`config.mk`:
```
export PLATFORM = sky130hd
export DESIGN_NAME = des_key_rotator
export DESIGN_NICKNAME = d
export VERILOG_FILES = /design/src/rtl/des_key_rotator.sv
export SDC_FILE = /design/constraint.sdc
export NUM_CORES = 1
export LEC_CHECK = 0
export CAP_MARGIN = 40
export CORE_MARGIN = 5
export CORE_UTILIZATION = 51
export DETAILED_ROUTE_END_ITERATION = 7
export GPL_ROUTABILITY_DRIVEN = 0
export GPL_TIMING_DRIVEN = 0
export PLACE_DENSITY_LB_ADDON = 0.2
export SETUP_SLACK_MARGIN = 0.5
export SLEW_MARGIN = 20
export SYNTH_ARGS = -nofsm -noshare
export SYNTH_HDL_FRONTEND = slang
export SYNTH_SLANG_ARGS = --single-unit
```
`constraint.sdc`:
```
create_clock -name clk -period 2.2 [get_ports clk]
set_input_delay 0.33 -clock clk [delete_from_list [all_inputs] [get_ports clk]]
set_output_delay 0.33 -clock clk [all_outputs]
set_load 0.01 [all_outputs]
```
`src/rtl/des_key_rotator.sv`:
```
// des_key_rotator: DES C/D key rotation stage feeding PC-2; DES_KEY_ROTATOR_PC2_EN adds an internal PC-2 subkey output
module des_key_rotator #(
    parameter int NUM_ROUNDS = 16
) (
    input  logic        clk,
    input  logic        rst,
    input  logic        start,
    input  logic        decrypt,
    input  logic [55:0] key_in,
    output logic [55:0] round_key,
    output logic [3:0]  round_idx,
    output logic        round_valid,
    input  logic        round_ready,
    output logic        busy,
    output logic        done
`ifdef DES_KEY_ROTATOR_PC2_EN
    ,
    output logic [47:0] subkey
`endif
);
    typedef enum logic {IDLE, ROUND} state_t;
    state_t      state_q, state_d;
    logic [55:0] key_q, key_d;
    logic [3:0]  idx_q, idx_d, nidx;
    logic        dec_q, dec_d, done_q, done_d, accept, last, two;
    function automatic logic [27:0] rot(input logic [27:0] h, input logic right, input logic dbl);
        rot = right ? (dbl ? {h[1:0], h[27:2]} : {h[0], h[27:1]})
                    : (dbl ? {h[25:0], h[27:26]} : {h[26:0], h[27]});
    endfunction
    assign accept = state_q == ROUND && round_ready;
    assign last   = idx_q == 4'(NUM_ROUNDS - 1);
    always_ff @(posedge clk) begin
        if (rst) begin
            state_q <= IDLE;
            key_q   <= '0;
            idx_q   <= '0;
            dec_q   <= 1'b0;
            done_q  <= 1'b0;
        end else begin
            state_q <= state_d;
            key_q   <= key_d;
            idx_q   <= idx_d;
            dec_q   <= dec_d;
            done_q  <= done_d;
        end
    end
    always_comb begin
        state_d = state_q == IDLE ? (start ? ROUND : IDLE) : (accept && last ? IDLE : ROUND);
    end
    // Rounds 2..16 use the same step size in both directions: 1 at rounds 2, 9, 16, else 2.
    always_comb begin
        nidx   = idx_q + 4'd1;
        two    = !(nidx == 4'd1 || nidx == 4'd8 || nidx == 4'd15);
        key_d  = state_q == IDLE
               ? (start ? (decrypt ? key_in : {rot(key_in[55:28], 1'b0, 1'b0), rot(key_in[27:0], 1'b0, 1'b0)}) : key_q)
               : (accept && !last ? {rot(key_q[55:28], dec_q, two), rot(key_q[27:0], dec_q, two)} : key_q);
        idx_d  = state_q == IDLE ? 4'd0 : (accept ? nidx : idx_q);
        dec_d  = state_q == IDLE && start ? decrypt : dec_q;
        done_d = accept && last;
    end
    assign round_key   = key_q;
    assign round_idx   = idx_q;
    assign round_valid = state_q == ROUND;
    assign busy        = state_q == ROUND;
    assign done        = done_q;
`ifdef DES_KEY_ROTATOR_PC2_EN
    localparam int PC2 [48] = '{14, 17, 11, 24,  1,  5,  3, 28, 15,  6, 21, 10,
                                23, 19, 12,  4, 26,  8, 16,  7, 27, 20, 13,  2,
                                41, 52, 31, 37, 47, 55, 30, 40, 51, 45, 33, 48,
                                44, 49, 39, 56, 34, 53, 46, 42, 50, 36, 29, 32};
    for (genvar i = 0; i < 48; i++) begin : g_pc2
        assign subkey[47-i] = key_q[56-PC2[i]];
    end
`endif
endmodule

```
==> summary by stage, run 1 <==
Worst setup path
The worst path arrival time is 2.36 ns. STA classifies the critical path endpoint as a flop. For the worst setup path, the data required time is 2.42 ns. The sort of element at the start of the critical path is a flop.

Of all nets on the critical path, the largest fanout is 7. The critical path in this run is classified as reg -> reg. The number of cells on the worst reg-to-reg path is 9.

Clock network
The clock insertion delay at the later pin of the skew report is 0.36 ns. The number of clock buffers added by TritonCTS is 9. The number of H-tree levels is 3. The clock net in this run drives a total of 63 sinks. The clock tree from TritonCTS is done.

The library cell used as clock root buffer is clkbuf_8. The clock-pin slew on the worst setup and hold paths is 0.08 ns. In this run the deepest clock path goes through 2 buffers.

Floorplanning
From bottom edge to top edge, the die measures 111 µm. The core area is 9860 µm². The area of the die is 12,300 µm². The number of top-level design ports is 124. The initial utilization of the core area, before any placement, comes to 52.6%. The die is 111 µm wide. The row count is 36.

Outcome
The run finished, with violations left. The final reports fail on DRC.

Final layout
Cells with a size suffix above 1 make up 29.2% of the layout. The non-filler instance count after layout is 971. Compared with the post-synthesis result, the final layout area differs by 51.5%. The final layout contains 897 nets.

The repair_antennas step left the layout with diodes totalling 0.

Hold path
The worst hold path belongs to the class in -> reg. The worst hold path cell count is 3.

STA
The worst path needs 2.14 ns of the cycle, external delays included. The max-slew violation total from the final report is 0. The sum of negative setup slack is 0 ns. The post-route fraction of the period consumed by the critical path is 97.3%.

Setup violations remaining at the end of the flow were counted as 0. For this run, the top clock speed supported by timing is 467 MHz. The worst clock skew is 0.0137 ns. The final-report hold violation count came to 0. The worst-case headroom to the max-slew limit is 59.3%. The slew at the pin closest to its max-slew limit is 0.611 ns. Setup repair after global routing could not meet its margin everywhere.

Synthesis
Synthesis produced a netlist with a net count of 745. The post-synthesis instance area is 5190 µm². The synthesized instance count is 681. The leading area contributor after synthesis is dfxtp_1. The synthesized area divided by synthesized cell count is 7.62 µm².

The number of different library cells used by synthesis comes to 41. The synthesized flop and latch total is 63. Among all flip-flop cells after synthesis, the most frequent one is dfxtp_1. After synthesis, the share of flip-flops with an asynchronous set or reset is 0%. The number of synthesized flops with an enable pin is 0. The fraction of post-synthesis cell area in the top cell type by area is 24.3%. By area the synthesized netlist is led by dfxtp_1, nand3_1, mux2i_1. The synthesis warning total is 0. The register area share after synthesis is 24.3%.

Routing
The first detailed-routing pass took 8 iterations. For this block, the initial DRC count from the detailed router was 798. The routed via count is 6,608. The number of nets still failing antenna checks after routing is 0.

In the final routed layout, each cell accounts on average for 21.8 µm. The detailed-route wire length is 21,100 µm. Using the TritonRoute via totals, the vias-per-cell ratio works out to 6.81. The DRC violations left is 18.

Global routing
Global routing used 29.5% of the available tracks. The sum of overflow across all layers after global routing is 0. The number of antenna violations at the first check in global routing is 0. The wire length of the first global-routing pass is 30,700 µm.

The via count of the first global-routing pass is 6,255. The largest net degree at the start of global routing is 12.

Placement
The number of instances in the placed design is 935. Port buffering added 121 buffers. The detailed placement HPWL is 13,400 µm.

Flow run
Across the run, the number of max-cap violations was 0.

Power
In this run the power density over the cells is 525 nW/µm². The analysis attributes to cell leakage a power of 3.08 nW. The largest voltage drop on the vdd net is 380 µV.
-- layer usage --
metal	routed length, µm	up-vias	GRT usage [%]
met1	7670	3076	35.6
li1	-	2840	-
met3	2550	113	6.39
met2	9960	579	50.6
met4	937	0	12.5
met5	0	-	0
-- placed cells by master (no fill, tap or decap), types with 3 or more instances in the layout --
| master | count |
|---|---|
| buf_4 | 13 |
| a31oi_1 | 49 |
| clkbuf_4 | 5 |
| nor3_1 | 50 |
| buf_6 | 7 |
| mux2i_1 | 58 |
| dlygate4sd1_1 | 6 |
| nor2_1 | 65 |
| clkbuf_8 | 23 |
| dfxtp_1 | 30 |
| clkbuf_16 | 4 |
| a31oi_4 | 4 |
| o21ai_4 | 24 |
| nand3_2 | 33 |
| o21ai_1 | 4 |
| buf_2 | 22 |
| nor3_2 | 4 |
| a21oi_1 | 3 |
| nand3_1 | 126 |
| clkdlybuf4s50_1 | 117 |
| a31oi_2 | 4 |
| o21ai_0 | 58 |
| o21ai_2 | 24 |
| ha_4 | 3 |
| nand3_4 | 6 |
| buf_12 | 14 |
| buf_16 | 4 |
| dlymetal6s2s_1 | 4 |
| clkbuf_1 | 7 |
| dfxtp_2 | 31 |
-- power by group --
group	internal, mW	total, mW	switching (mW)
registers	1.27	1.46	0.187
logic	0.731	1.53	0.804
clock network	0.589	1.13	0.544
total	2.59	4.13	1.54
-- synth_stat cells, drive strengths merged, types with 3 or more instances --
master,number
a21oi,3
a31oi,57
buf,45
clkbuf,24
dfxtp,63
dlygate4sd1,7
ha,3
inv,4
mux2i,58
nand3,165
nor2,65
nor3,54
o21ai,110
-- critical path: stages (launching register included) --
cell and delay [ns]:
dfxtp_4 0.38, ha_4 0.19, or3b_4 0.43, o31a_4 0.18
buf_8 0.17, clkbuf_16 0.16, nand3_2 0.08, nand3_1 0.10
a31oi_1 0.22, nor3_1 0.08
-- what timing repair did --
item / 4_1_cts / 5_1_grt
cloned: 5 / 4
setup endpoints to repair: 57 / 90
pin swaps: 34 / 39
gates resized for setup: 62 / 105
hold buffers: 0 / 0
buffers inserted: 10 / 1
-- cell type report --
class / instances / area [µm²]
clock buffers: 12 / 155
well taps: 133 / 166
fillers: 628 / 2000
clock inverters: 4 / 53.8
plain buffers: 77 / 769
inverters: 4 / 20.0
flip-flops and latches: 63 / 1310
repair buffers: 141 / 1540
multi-input cells: 537 / 3850
-- path summary, 6_finish.rpt --
path / from / slack [ns] / end
min reg2reg: round_key[30]$_SDFFE_PP0P_ / 0.53 / round_key[30]$_SDFFE_PP0P_
min: round_ready / 0.40 / round_idx[0]$_SDFFE_PP0P_
max: round_idx[0]$_SDFFE_PP0P_ / 0.06 / round_key[49]$_SDFFE_PP0P_
max reg2reg: round_idx[0]$_SDFFE_PP0P_ / 0.06 / round_key[49]$_SDFFE_PP0P_
-- state kept, by name, indices dropped and copies added (netlist names) --
| signal | flops |
|---|---|
| busy | 1 |
| done | 1 |
| dec_q | 1 |
| round_idx | 4 |
| round_key | 56 |
-- cell families after synthesis --
family | Yosys count | synth area share (%)
AO/OA/AOI/OAI | 179 | 22.3
XOR/XNOR | 4 | 0.675
adder cells (fa/ha/maj) | 3 | 0.724
buffers and inverters | 81 | 13.3
flip-flops | 63 | 24.3
multiplexers | 58 | 11.2
AND/OR/NAND/NOR | 293 | 27.5
-- stage by stage --
| step | hold WS (ns) | util, % | power (mW) | cell area [µm²] | worst slack, ns |
|---|---|---|---|---|---|
| finish | 0.396 | 79.7 | 4.13 | 7860 | 0.0590 |
| global route | 0.414 | 79.7 | 4.25 | 7860 | 0.0174 |
| CTS | 0.369 | 74.2 | 3.91 | 7320 | 0.208 |
| detailed placement | 0.518 | 67.5 | 2.77 | 6660 | -0.199 |
| global placement | 0.521 | 67.5 | 2.73 | 6660 | -0.211 |
| floorplan | 0.532 | - | 2.20 | 5290 | 0.340 |
No activity file was read; power rests on OpenSTA's default activity.
==> inputs of run 2 (changes only) <==
--- a/config.mk
+++ b/config.mk
@@ -6,8 +6,9 @@
 export NUM_CORES = 1
 export LEC_CHECK = 0
 export CAP_MARGIN = 40
-export CORE_MARGIN = 5
-export CORE_UTILIZATION = 51
+export CORE_MARGIN = 2
+export CORE_UTILIZATION = 46
+export CTS_CLUSTER_DIAMETER = 120
 export DETAILED_ROUTE_END_ITERATION = 7
 export GPL_ROUTABILITY_DRIVEN = 0
 export GPL_TIMING_DRIVEN = 0
==> constraint.sdc (replaced) <==
create_clock -name clk -period 1.85 [get_ports clk]
set_input_delay 0.2775 -clock clk [delete_from_list [all_inputs] [get_ports clk]]
set_output_delay 0.2775 -clock clk [all_outputs]
set_load 0.01 [all_outputs]
==> run 2 against run 1 <==
Against the previous run: the flow finishes with violations (setup timing); clock-buffer cell count increased by 3; clock power increased by 47%; maximum frequency decreased by 2.4%; sequential power increased by 18%.
==> summary by stage, run 2 (same netlist as run 1, synthesis figures left out) <==
Routing
The average detailed-routed wire length per instance is 21.1 µm (was 21.8 µm). The detailed-route wire length is 20,500 µm (was 21,100 µm). The starting DRC count in detailed routing is 640 (was 798). The detailed-router iteration count before antenna repair is 6 (was 8). The number of nets still failing antenna checks after routing is 0 (unchanged). The routed via count divided by cell count came to 6.62 (was 6.81). The routed via count came to 6,424 (was 6,608).

The DRC violations left is 0 (was 18).

STA
The post-route fraction of the period consumed by the critical path was 119% (was 97.3%). The final-report hold violation count is 0 (unchanged). The slew at the pin closest to its max-slew limit came to 0.568 ns (was 0.611 ns). The worst clock skew is 0.00893 ns (was 0.0137 ns). The final critical delay including setup and external delays is 2.19 ns (was 2.14 ns). The worst setup margin is -0.344 ns (was 0.0590 ns). The final-report setup violation count came to 56 (was 0). The maximum clock rate is 456 MHz (was 467 MHz). The max-slew violation total from the final report is 0 (unchanged). The worst-case headroom to the max-slew limit is 62.1% (was 59.3%). RSZ-0062 raised after global routing: yes (unchanged). The final hold slack is 0.351 ns (was 0.396 ns).

Global routing
The wire length of the first global-routing pass is 29,100 µm (was 30,700 µm). The met1 routing resource usage after global routing is 38.1% (was 35.6%). The largest net degree at the start of global routing came to 11 (was 12). The busiest layer in global routing is met2 (unchanged). The overall track demand over capacity in global routing is 30.5% (was 29.5%).

The number of antenna violations at the first check in global routing came to 0 (unchanged). The met2 track demand over resource in global routing is 51.2% (was 50.6%). The sum of overflow across all layers after global routing was 0 (unchanged). The via count of the first global-routing pass is 5,960 (was 6,255).

The global routing met3 resource utilization is 4.06% (was 6.39%).

Power
The largest voltage drop on the vdd net was 371 µV (was 380 µV). The switching share of power is 35.7% (was 37.2%). The relative contribution of sequential cells to total power came to 33.7% (was 35.3%).

The total leakage power is 3.25 nW (was 3.08 nW). The cell area power density came to 657 nW/µm² (was 525 nW/µm²). The part of the power in the clock network is 32.3% (was 27.5%). The switching power total was 1.84 mW (was 1.54 mW). The logic gate share of total power was 33.9% (was 37.2%). The internal power component is 3.30 mW (was 2.59 mW).

Hold path
The start point of the worst hold path is round_ready (unchanged). The classification of the worst-slack hold path is in -> reg (unchanged).

Floorplanning
The horizontal die dimension is 110 µm (was 111 µm). The effective utilization at floorplan is 47.4% (was 52.6%). The row count is 38 (was 36). The core area is 10,900 µm² (was 9860 µm²).

The number of top-level design ports was 124 (unchanged). The area of the die was 12,100 µm² (was 12,300 µm²). The vertical die dimension is 110 µm (was 111 µm).

Worst setup path
The launching point of the worst reg2reg path was round_idx[1]$_SDFFE_PP0P_ (was round_idx[0]$_SDFFE_PP0P_). The standard cell with the maximum stage delay on the critical path is dfxtp_4 (was or3b_4). The classification of the worst setup path was reg -> reg (unchanged).

The buffers plus inverters on the worst setup path was 2 (unchanged). The data required time at the worst endpoint is 2.07 ns (was 2.42 ns). The category of cells accounting for the largest share of critical-path delay is simple AND/OR/NAND/NOR gates (unchanged). Cell Chain, Critical Path: ha_4 -> xor2_4 -> o22ai_4 -> buf_8 -> buf_6 -> nand3_4 -> nand3_2 -> a31oi_4 -> nor3_1 (was ha_4 -> or3b_4 -> o31a_4 -> buf_8 -> clkbuf_16 -> nand3_2 -> nand3_1 -> a31oi_1 -> nor3_1). The worst path arrival time is 2.41 ns (was 2.36 ns). The sort of element at the start of the critical path is a flop (unchanged). The worst setup path startpoint is round_idx[1]$_SDFFE_PP0P_ (was round_idx[0]$_SDFFE_PP0P_). The delay contributed by the slowest stage of the critical path is 0.37 ns (was 0.43 ns).

The largest fanout on the critical path came to 10 (was 7). The critical path endpoint category is a flop (unchanged).

Flow run
The number of maximum-capacitance violations is 0 (unchanged).

Final layout
Commonest non-fill, non-tap cells in the layout: nand3_1, nor2_1, dlygate4sd2_1 (was nand3_1, clkdlybuf4s50_1, nor2_1). The number of flip-flops under the largest register name is 56 (unchanged). The proportion of layout cells with a drive suffix above 1 is 29.9% (was 29.2%). The antenna diode count is 0 (unchanged). The end-of-flow core utilization is 71.6% (was 79.7%). The post-layout net count is 890 (was 897). The multi-input combinational cell area was 3960 µm² (was 3850 µm²). The most frequent standard cell in the layout excluding fill and tap cells is nand3_1 (unchanged). The area growth from synthesis to layout is 50.9% (was 51.5%). The final-layout fill cell count is 810 (was 628). The storage element area is 1300 µm² (was 1310 µm²).

Clock network
The clock insertion delay at the later pin of the skew report is 0.34 ns (was 0.36 ns). The clock-pin slew on the worst setup and hold paths is 0.06 ns (was 0.08 ns). The clock tree from TritonCTS is done (unchanged).

The library cell used as clock root buffer was clkbuf_16 (was clkbuf_8). The clock net sink count is 63 (unchanged). The number of H-tree levels is 3 (unchanged). The number of buffers on the longest clock path came to 2 (unchanged).

The TritonCTS buffer count came to 9 (unchanged).

Placement
The count of input and output buffers came to 121 (unchanged). The detailed placement HPWL is 13,100 µm (was 13,400 µm).

Outcome
Violations in the final reports: setup timing (was DRC). Result of the run: complete, but fails checks (unchanged).
run 2: worst min-delay path, cell delays in order:
cell and delay [ns]:
clkbuf_1 0.17, xnor2_1 0.17, nor2_1 0.04
run 2: area by class of cell:
cell class	count	area share (%)
plain buffers	77	9.98
clock buffers	15	3.55
inverters	4	0.224
multi-input cells	537	50.6
flip-flops and latches	63	16.6
well taps	140	2.24
repair buffers	134	16.8
run 2: final timing paths:
check,depth (start not counted),to,slack (ns)
hold / removal,3,round_idx[0]$_SDFFE_PP0P_,0.35
setup / recovery,9,round_key[0]$_SDFFE_PP0P_,-0.34
setup reg to reg,9,round_key[0]$_SDFFE_PP0P_,-0.34
hold reg to reg,2,round_key[21]$_SDFFE_PP0P_,0.52
run 2: repair_timing:
action / in CTS / in global routing
pin swaps: 27 / 77
buffers inserted: 6 / 2
setup endpoints to repair: 119 / 68
resized for setup: 129 / 119
hold buffers: 0 / 0
gates cloned: 1 / 4
run 2: stage by stage:
step / instance area (µm²) / instances / total power, mW / TNS (ns) / setup WS (ns)
detailed placement: 6670 / 942 / 3.29 / -17.51 / -0.528
floorplan: 5290 / 681 / 2.61 / -0.102 / -0.0104
global placement: 6670 / 942 / 3.26 / -14.77 / -0.497
finish: 7830 / 970 / 5.14 / -8.38 / -0.344
CTS: 7160 / 964 / 4.86 / -5.15 / -0.161
global route: 7830 / 970 / 5.32 / -11.69 / -0.375
run 2: layer usage:
layer	vias to the layer above	share of wire [%]
met5	-	0
met4	0	4.7
met3	113	9.9
met2	492	47
met1	2996	38
li1	2823	-
run 2: power groups by stage:
stage               Sequential [mW]  Combinational, mW  Clock, mW
CTS                            1.69               1.53       1.63
floorplan                      1.73              0.887          0
global route                   1.75               1.87       1.70
detailed placement             1.70               1.59          0
finish                         1.73               1.75       1.66
global placement               1.70               1.55          0
==> patch, RTL diff (flow settings as in run 1) <==
`NUM_ROUNDS`: 16 -> 12.
--- a/src/rtl/des_key_rotator.sv
+++ b/src/rtl/des_key_rotator.sv
@@ -2,3 +2,3 @@
 module des_key_rotator #(
-    parameter int NUM_ROUNDS = 16
+    parameter int NUM_ROUNDS = 12
 ) (
Formal check against the unedited RTL: same outputs for any inputs over 10 cycles, from zero or initial values and one cycle with rst high; that may be too few to reach the edited logic, so the function may still have changed.
==> patch against run 1 <==
The run ends with negative setup slack left. Largest power group unchanged. Critical path type unchanged. Design area down 6.6%. Sequential share of layout area increased by 1.3 points. Power shrank 4.0%. Cell count is 3.7% lower. Clock skew shrank 0.0064 ns. Synthesized cell count shrank 6.6%. Worst setup slack got worse by 0.35 ns. Synthesized area decreased by 3.2%. Routed wire length fell by 13%. Sequential cell count unchanged.
==> patch: results (changes against run 1) <==
The part of the total power dissipated in the clock network was 0.258 (was 0.275); the switching power was 0.00140 W (was 0.00154 W). The number of resized instances in the post-cts repair step was 68 (was 62); the post-synthesis share of cell area spent on full adders, half adders and majority gates was 0.00748 (was 0.00724). The wire length of the first global-routing pass was 28,400 um (was 30,700 um). The DRC marker count from the first detailed-route iteration is 914 (was 798). For the worst slew slack as a fraction of its limit, the log shows 0.508 (was 0.593).

The worst setup slack after layout came out at -0.287 ns (was 0.0590 ns). The run finished, with violations left. List of most frequent post-synthesis cells: 111 x nand2_1, 101 x a21oi_1, 69 x nor2_1 (was 161 x nand3_1, 65 x nor2_1, 63 x dfxtp_1, 63 x o21ai_0, 58 x mux2i_1). The area share of xor/xnor cells in the synthesized design is 0.0102 (was 0.00675). The number of nets in the layout was 861 (was 897). The number of setup violations in the final report came out at 56 (was 0).

Peak supply drop: 300 uV (was 380 uV). The routed length on met1 was 7380 um (was 7670 um). The HPWL after detailed placement was 12,700 um (was 13,400 um); the number of library cell types mapped by synthesis was 37 (was 41). The logs give 0.00642 mm2 (was 0.00666 mm2) for the area after detailed placement and 2030 um (was 2550 um) for the sum of met3 wire segment lengths after detailed routing. The run gives 6 (was 8) as the number of optimization iterations in the first detailed-route pass.

Failing checks: negative setup slack (was design-rule violations). Delay of the slowest cell on the worst path: 0.37 ns (was 0.43 ns). Ranking of synthesized cells by area: dfxtp_1 25%, mux2_2 12%, a21oi_1 10% (was dfxtp_1 24%, nand3_1 16%, mux2i_1 11%).

The pin count of the biggest net entering global routing was 11 (was 12). The run gives 2.66 nW (was 3.08 nW) as the reported leakage power.
## patch: kinds of logic (layout without fill, tap and decap cells)
| logic type | Yosys count | after routing |
|---|---|---|
| compound gates | 229 | 229 |
| simple gates | 195 | 195 |
| buf+inv | 81 | 247 |
| flops | 63 | 63 |
| mux | 60 | 60 |
| xor+xnor | 5 | 5 |
| fa+ha+maj | 3 | 3 |
## patch: final timing paths
| kind | from | end | slack, ns | cells after the start |
|---|---|---|---|---|
| min | round_ready | done | 0.38 | 3 |
| max reg2reg | round_idx[0] | round_key[52] | -0.29 | 14 |
| max | round_idx[0] | round_key[52] | -0.29 | 14 |
| min reg2reg | round_key[32] | round_key[32] | 0.54 | 2 |
## patch: layout make-up
| cell class | instances | area [um2] |
|---|---|---|
| buffer | 70 | 462 |
| timing repair buffer | 150 | 1550 |
| multi-input combinational | 492 | 3610 |
| clock inverter | 4 | 45.0 |
| sequential | 63 | 1320 |
| tap | 133 | 166 |
| inverter | 11 | 41.3 |
| fill | 705 | 2340 |
| clock buffer | 12 | 145 |
